**config.mk**
```make
export PLATFORM = sky130hd
export DESIGN_NAME = pwm_multi_ch
export DESIGN_NICKNAME = d
export VERILOG_FILES = /design/src/rtl/pwm_pkg.sv /design/src/rtl/pwm_cmp.sv /design/src/rtl/pwm_multi_ch.sv
export SDC_FILE = /design/constraint.sdc
export NUM_CORES = 1
export LEC_CHECK = 0
export CAP_MARGIN = 0
export CORE_MARGIN = 4
export CORE_UTILIZATION = 51
export DETAILED_ROUTE_END_ITERATION = 10
export PLACE_DENSITY = 0.72
export SLEW_MARGIN = 10
export SYNTH_ARGS = -nofsm -noshare
export SYNTH_HDL_FRONTEND = slang
export SYNTH_SLANG_ARGS = --single-unit
```
**constraint.sdc**
```tcl
create_clock -name clk -period 2.2 [get_ports clk]
set_input_delay 0.22 -clock clk [delete_from_list [all_inputs] [get_ports clk]]
set_output_delay 0.22 -clock clk [all_outputs]
set_load 0.1 [all_outputs]
```
**src/rtl/pwm_pkg.sv**
```systemverilog
// Shared types and helpers for the multi-channel PWM generator.
package pwm_pkg;

  typedef enum logic {EDGE, CENTER} align_e;
  typedef enum logic {UP, DOWN} dir_e;

  // Largest value representable in a w-bit duty/period field.
  function automatic int dmax(input int w);
    return (1 << w) - 1;
  endfunction

endpackage

```
**src/rtl/pwm_cmp.sv**
```systemverilog
// One PWM channel: registered duty compare with output polarity select.
module pwm_cmp
  import pwm_pkg::*;
#(
  parameter int W = 8
) (
  input  logic         clk,
  input  logic         rst_n,
  input  logic [W-1:0] cnt,
  input  logic [W-1:0] duty,
  input  logic         inv,
  input  logic         en,
  input  logic         late,
  output logic         pwm
);

  logic act;

  // On the falling half of a centre-aligned period cnt==duty also counts,
  // which makes the pulse exactly 2*duty clocks wide.
  assign act = (cnt < duty) | (late & (cnt <= duty));

  always_ff @(posedge clk or negedge rst_n) begin
    if (!rst_n) begin
      pwm <= inv;
    end else if (!en) begin
      pwm <= inv;
    end else begin
      pwm <= act ^ inv;
    end
  end

endmodule

```
**src/rtl/pwm_multi_ch.sv**
```systemverilog
// N-channel PWM with a shared period counter, edge/centre alignment and
// double-buffered period/duty/alignment that only take effect at a period boundary.
module pwm_multi_ch
  import pwm_pkg::*;
#(
  parameter int            CH  = 4,
  parameter int            W   = 8,
  parameter logic [CH-1:0] INV = '0
) (
  input  logic            clk,
  input  logic            rst_n,
  input  logic            en,
  input  logic            align,
  input  logic [W-1:0]    period_i,
  input  logic [CH*W-1:0] duty_i,
  input  logic            upd_req,
  output logic            upd_pending,
  output logic            upd_done,
  output logic            cyc_start,
  output logic [CH-1:0]   pwm_o
);

  logic [W-1:0]    cnt;
  dir_e            dir;
  logic [W-1:0]    act_p, stg_p;
  align_e          act_al, stg_al;
  logic [CH*W-1:0] act_d, stg_d;
  logic            at_zero, apply, late;
  logic [W-1:0]    eff_p;

  assign at_zero   = (cnt == '0);
  assign apply     = upd_pending & (~en | at_zero);
  assign eff_p     = apply ? stg_p : act_p;
  assign cyc_start = rst_n & en & at_zero;

  // Second half of a centre period, including the turn-around cell at cnt==P.
  assign late = (act_al == CENTER) & ~at_zero & ((dir == DOWN) | (cnt == act_p));

  always_ff @(posedge clk or negedge rst_n) begin
    if (!rst_n) begin
      cnt <= '0;
      dir <= UP;
    end else if (!en) begin
      cnt <= '0;
      dir <= UP;
    end else if (at_zero) begin
      // Boundary: restart upward under whatever period is in force from now on.
      dir <= UP;
      cnt <= (eff_p == '0) ? '0 : W'(1);
    end else if (act_al == EDGE) begin
      cnt <= (cnt >= act_p) ? '0 : cnt + W'(1);
    end else begin
      case (dir)
        UP: begin
          if (cnt >= act_p) begin
            cnt <= cnt - W'(1);
            dir <= DOWN;
          end else begin
            cnt <= cnt + W'(1);
          end
        end
        DOWN: cnt <= cnt - W'(1);
        default: begin
          cnt <= '0;
          dir <= UP;
        end
      endcase
    end
  end

  // A request in the same cycle as an apply lands in staging after the old
  // staging has been consumed, so it stays pending for the next boundary.
  always_ff @(posedge clk or negedge rst_n) begin
    if (!rst_n) begin
      act_p       <= '0;
      act_al      <= EDGE;
      act_d       <= '0;
      stg_p       <= '0;
      stg_al      <= EDGE;
      stg_d       <= '0;
      upd_pending <= 1'b0;
      upd_done    <= 1'b0;
    end else begin
      upd_done <= apply;
      if (apply) begin
        act_p  <= stg_p;
        act_al <= stg_al;
        act_d  <= stg_d;
      end
      if (upd_req) begin
        stg_p       <= period_i;
        stg_al      <= align_e'(align);
        stg_d       <= duty_i;
        upd_pending <= 1'b1;
      end else if (apply) begin
        upd_pending <= 1'b0;
      end
    end
  end

  for (genvar k = 0; k < CH; k++) begin : g_ch
    pwm_cmp #(.W(W)) u_cmp (
      .clk   (clk),
      .rst_n (rst_n),
      .cnt   (cnt),
      .duty  (act_d[k*W +: W]),
      .inv   (INV[k]),
      .en    (en),
      .late  (late),
      .pwm   (pwm_o[k])
    );
  end

endmodule
```
==> metrics.cfg <==
[status]
run_status = finished, final reports clean

[synthesis]
synthesis.area_per_instance_um2 = 11.0
cell_area_after_synthesis_mm2 = 0.00502
synthesis_warnings = 0
post_synth_top_area_cell = dfrtp_1
synthArstFlopShare = 1.00
synth_largest_type_area_fraction = 0.483
dominantRegCellSynth = dfrtp_1
ys_seq_elements = 97
synth_commonest_cells = dfrtp_1 (97), ha_1 (43), mux2_2 (42), nand3_1 (42), inv_1 (39)
yosysMostFrequentCell = dfrtp_1
synth-seq-area-share = 0.483
netlist-cell-type-count = 54
synthesis.nets = 546
synth_cells = 458
synthTopCellsByArea = dfrtp_1 (48%), ha_1 (11%), mux2_2 (9.4%)
synth_edf_count = 0

[pwr]
p_int_w = 0.00456
max-vdd-ir-drop_v = 0.000691
pwr-share-comb = 0.516
clock_power_share = 0.156
switching_share = 0.414
cellPowerDensity_mw_per_mm2 = 1270
cellLeakagePower_nw = 2.80
totalPowerFinal_w = 0.00778
power_switching_w = 0.00322
share_seq_of_total_power = 0.327

[global_routing]
wire_length_of_the_first_global_routing_pass_um = 19200
grt_start_max_net_pins = 98
vias_in_the_first_global_route = 3902
grt-ovfl-total = 0
antenna_found_initial = 0
track_usage = 0.215

[drt]
drt-pass1-iter-count = 4
dr_total_vias = 3771
antenna_violating_nets_post_route = 0
drt_wl_total_um = 11600
viasPerCell = 5.65
wire_per_inst_um = 17.3
drc_markers = 0
initialDrtViolationCount = 151

[cts]
clkTransAtPathRegs_ps = 100
numClockSinks = 97
root_buffer = clkbuf_8
tritoncts = done
insertion_delay_ps = 390
cts_htree_levels = 3
tritoncts.num_buffers = 9
cts_max_path_buffers = 2

[sta]
slew_headroom = 0.656
hold_viol_final = 0
period_utilization_post_route = 0.974
max_freq_ghz = 0.467
maxSlewViolCount = 0
period_needed_ps = 2140
whs_ps = 309
clock-skew-final_ps = 14.9
worst_slew_pin_slew_ps = 517
final_number_of_setup_violating_endpoints = 0

[worst_hold_path]
endpoint_with_the_worst_hold_slack = upd_pending
hold_path_class = input port to flip-flop
worstHoldStart = upd_req
holdPathStages = 2

[floorplan]
design.die.area_mm2 = 0.0115
io_pins = 52
effective_utilization_at_floorplan = 0.533
die_h_um = 107
std_cell_rows = 35
fp.dieW_um = 107
core-area_mm2 = 0.00942

[final_layout]
fill_cells = 753
syn_to_final_growth_pct = 22.4
finish.instance_area_mm2 = 0.00614
antenna_cells_inserted = 0
layout-drive-gt1-share = 0.226
nets = 622

[placed_design]
place_area_mm2 = 0.00581
io_buffer_count = 51
detailedPlacementHpwl_um = 8350
globalplace.congestion = 0.863

[worst_setup_path]
critical_path.startpoint_type = flip-flop
cpPeakStageDelay_ps = 400
timing.reg2reg.worst_path_depth = 8
worst_ep_required_time_ps = 1980
critPathKind = flip-flop to output pin
worst-r2r-setup-slack_ps = 70
worst-path-max-fanout = 8
r2r-end = cnt[5]
crit_path_frequent_cell = buf_4
endpoint_kind = output pin
crit-reg2reg-launch = act_p[7]
critical_path.cell_chain = buf_4 -> nor2_1 -> buf_4 -> and4_4 -> and3_4 -> buf_12
critical_path.startpoint = cnt[6]
arrival_ps = 1920
critical-path-slowest-cell = dfrtp_1

[flow_run]
cap_violations = 0

-- cell families (layout without fill, tap and decap cells) --
kind of cell / count (synthesis) / count (layout) / synth area share
adder cells (fa/ha/maj): 43 / 43 / 0.107
AO/OA/AOI/OAI: 94 / 94 / 0.128
multiplexers: 48 / 48 / 0.107
AND/OR/NAND/NOR: 110 / 110 / 0.116
flip-flops: 97 / 97 / 0.483
buffers and inverters: 62 / 143 / 0.0516
XOR/XNOR: 4 / 4 / 0.00698
-- layout by cell type, fill, tap and decap left out, types with 3 or more instances in the layout --
cell type	n
xor2_1	3
nor2b_1	5
nand2_1	7
buf_12	5
nor2_1	19
inv_1	39
nor2_2	3
mux2_1	5
a21oi_1	8
nand4_1	13
a31oi_1	4
o21a_1	9
a2111oi_0	4
a221oi_1	4
ha_1	41
nand3_1	42
nand2b_1	4
clkdlybuf4s50_1	42
o21ai_0	33
o21ai_1	11
buf_4	36
dfrtp_1	96
clkbuf_8	10
mux2_2	42
-- flip-flops by register name, indices dropped and copies added, names as in the netlist --
| register | flops |
|---|---|
| g_ch.u_cmp.pwm | 4 |
| upd_pending | 1 |
| stg_d | 32 |
| cnt | 8 |
| stg_al | 1 |
| act_al | 1 |
| stg_p | 8 |
| act_d | 32 |
| upd_done | 1 |
| dir | 1 |
| act_p | 8 |
-- layout make-up --
type / instances / area [µm²] / area share
flip-flops and latches: 97 / 2430 / 0.395
multi-input cells: 299 / 2370 / 0.386
repair buffers: 87 / 828 / 0.135
well taps: 129 / 161 / 0.0263
inverters: 40 / 150 / 0.0244
clock buffers: 11 / 141 / 0.0230
clock inverters: 5 / 63.8 / 0.0104
-- critical path: cells and delay by family, from the launching register on --
family	cells	cell delay, ps
DFF	1	400
and+or+nand+nor	3	610
buffers and inverters	3	520
-- timing repair --
action | in CTS | in global routing
pin swaps | 0 | 4
resized for setup | 3 | 9
buffers inserted | 2 | 8
hold buffers | 1 | 0
hold endpoints to repair | 97 | 0
endpoints found under the setup margin | 1 | 7
-- through the flow --
| stage | utilization | setup WS [ps] | setup TNS [ps] | cells |
|---|---|---|---|---|
| 6_report | 0.653 | 56.8 | 0 | 668 |
| 5_1_grt | 0.653 | -14.6 | -15.2 | 668 |
| 4_1_cts | 0.642 | 15.4 | 0 | 660 |
| 3_5_place_dp | 0.617 | 81.5 | 0 | 641 |
| 3_3_place_gp | 0.617 | 114 | 0 | 641 |
| 2_1_floorplan | - | 29.0 | 0 | 458 |
-- power groups by stage --
| stage | combinational (W) | clock, W | sequential, W |
|---|---|---|---|
| floorplan | 0.00255 | 0 | 0.00265 |
| global placement | 0.00361 | 0 | 0.00258 |
| detailed placement | 0.00375 | 0 | 0.00259 |
| CTS | 0.00381 | 0.00126 | 0.00255 |
| global route | 0.00446 | 0.00133 | 0.00261 |
| finish | 0.00402 | 0.00121 | 0.00255 |
-- worst max-delay path by stage --
stage | endpoint | cells after the start
6_report | cyc_start | 6
5_1_grt | cnt[7] | 8
4_1_cts | cyc_start | 6
3_5_place_dp | cnt[7] | 8
3_3_place_gp | cnt[7] | 8
2_1_floorplan | cnt[7] | 7
-- routing by layer --
metal / track usage / part of all wire / vias up
met1: 0.282 / 0.44 / 1837
met4: 0.0749 / 0.024 / 0
met2: 0.349 / 0.47 / 105
li1: - / - / 1804
met5: 0 / 0 / -
met3: 0.0512 / 0.058 / 25
Note: power is estimated with default switching activity, not from simulation.
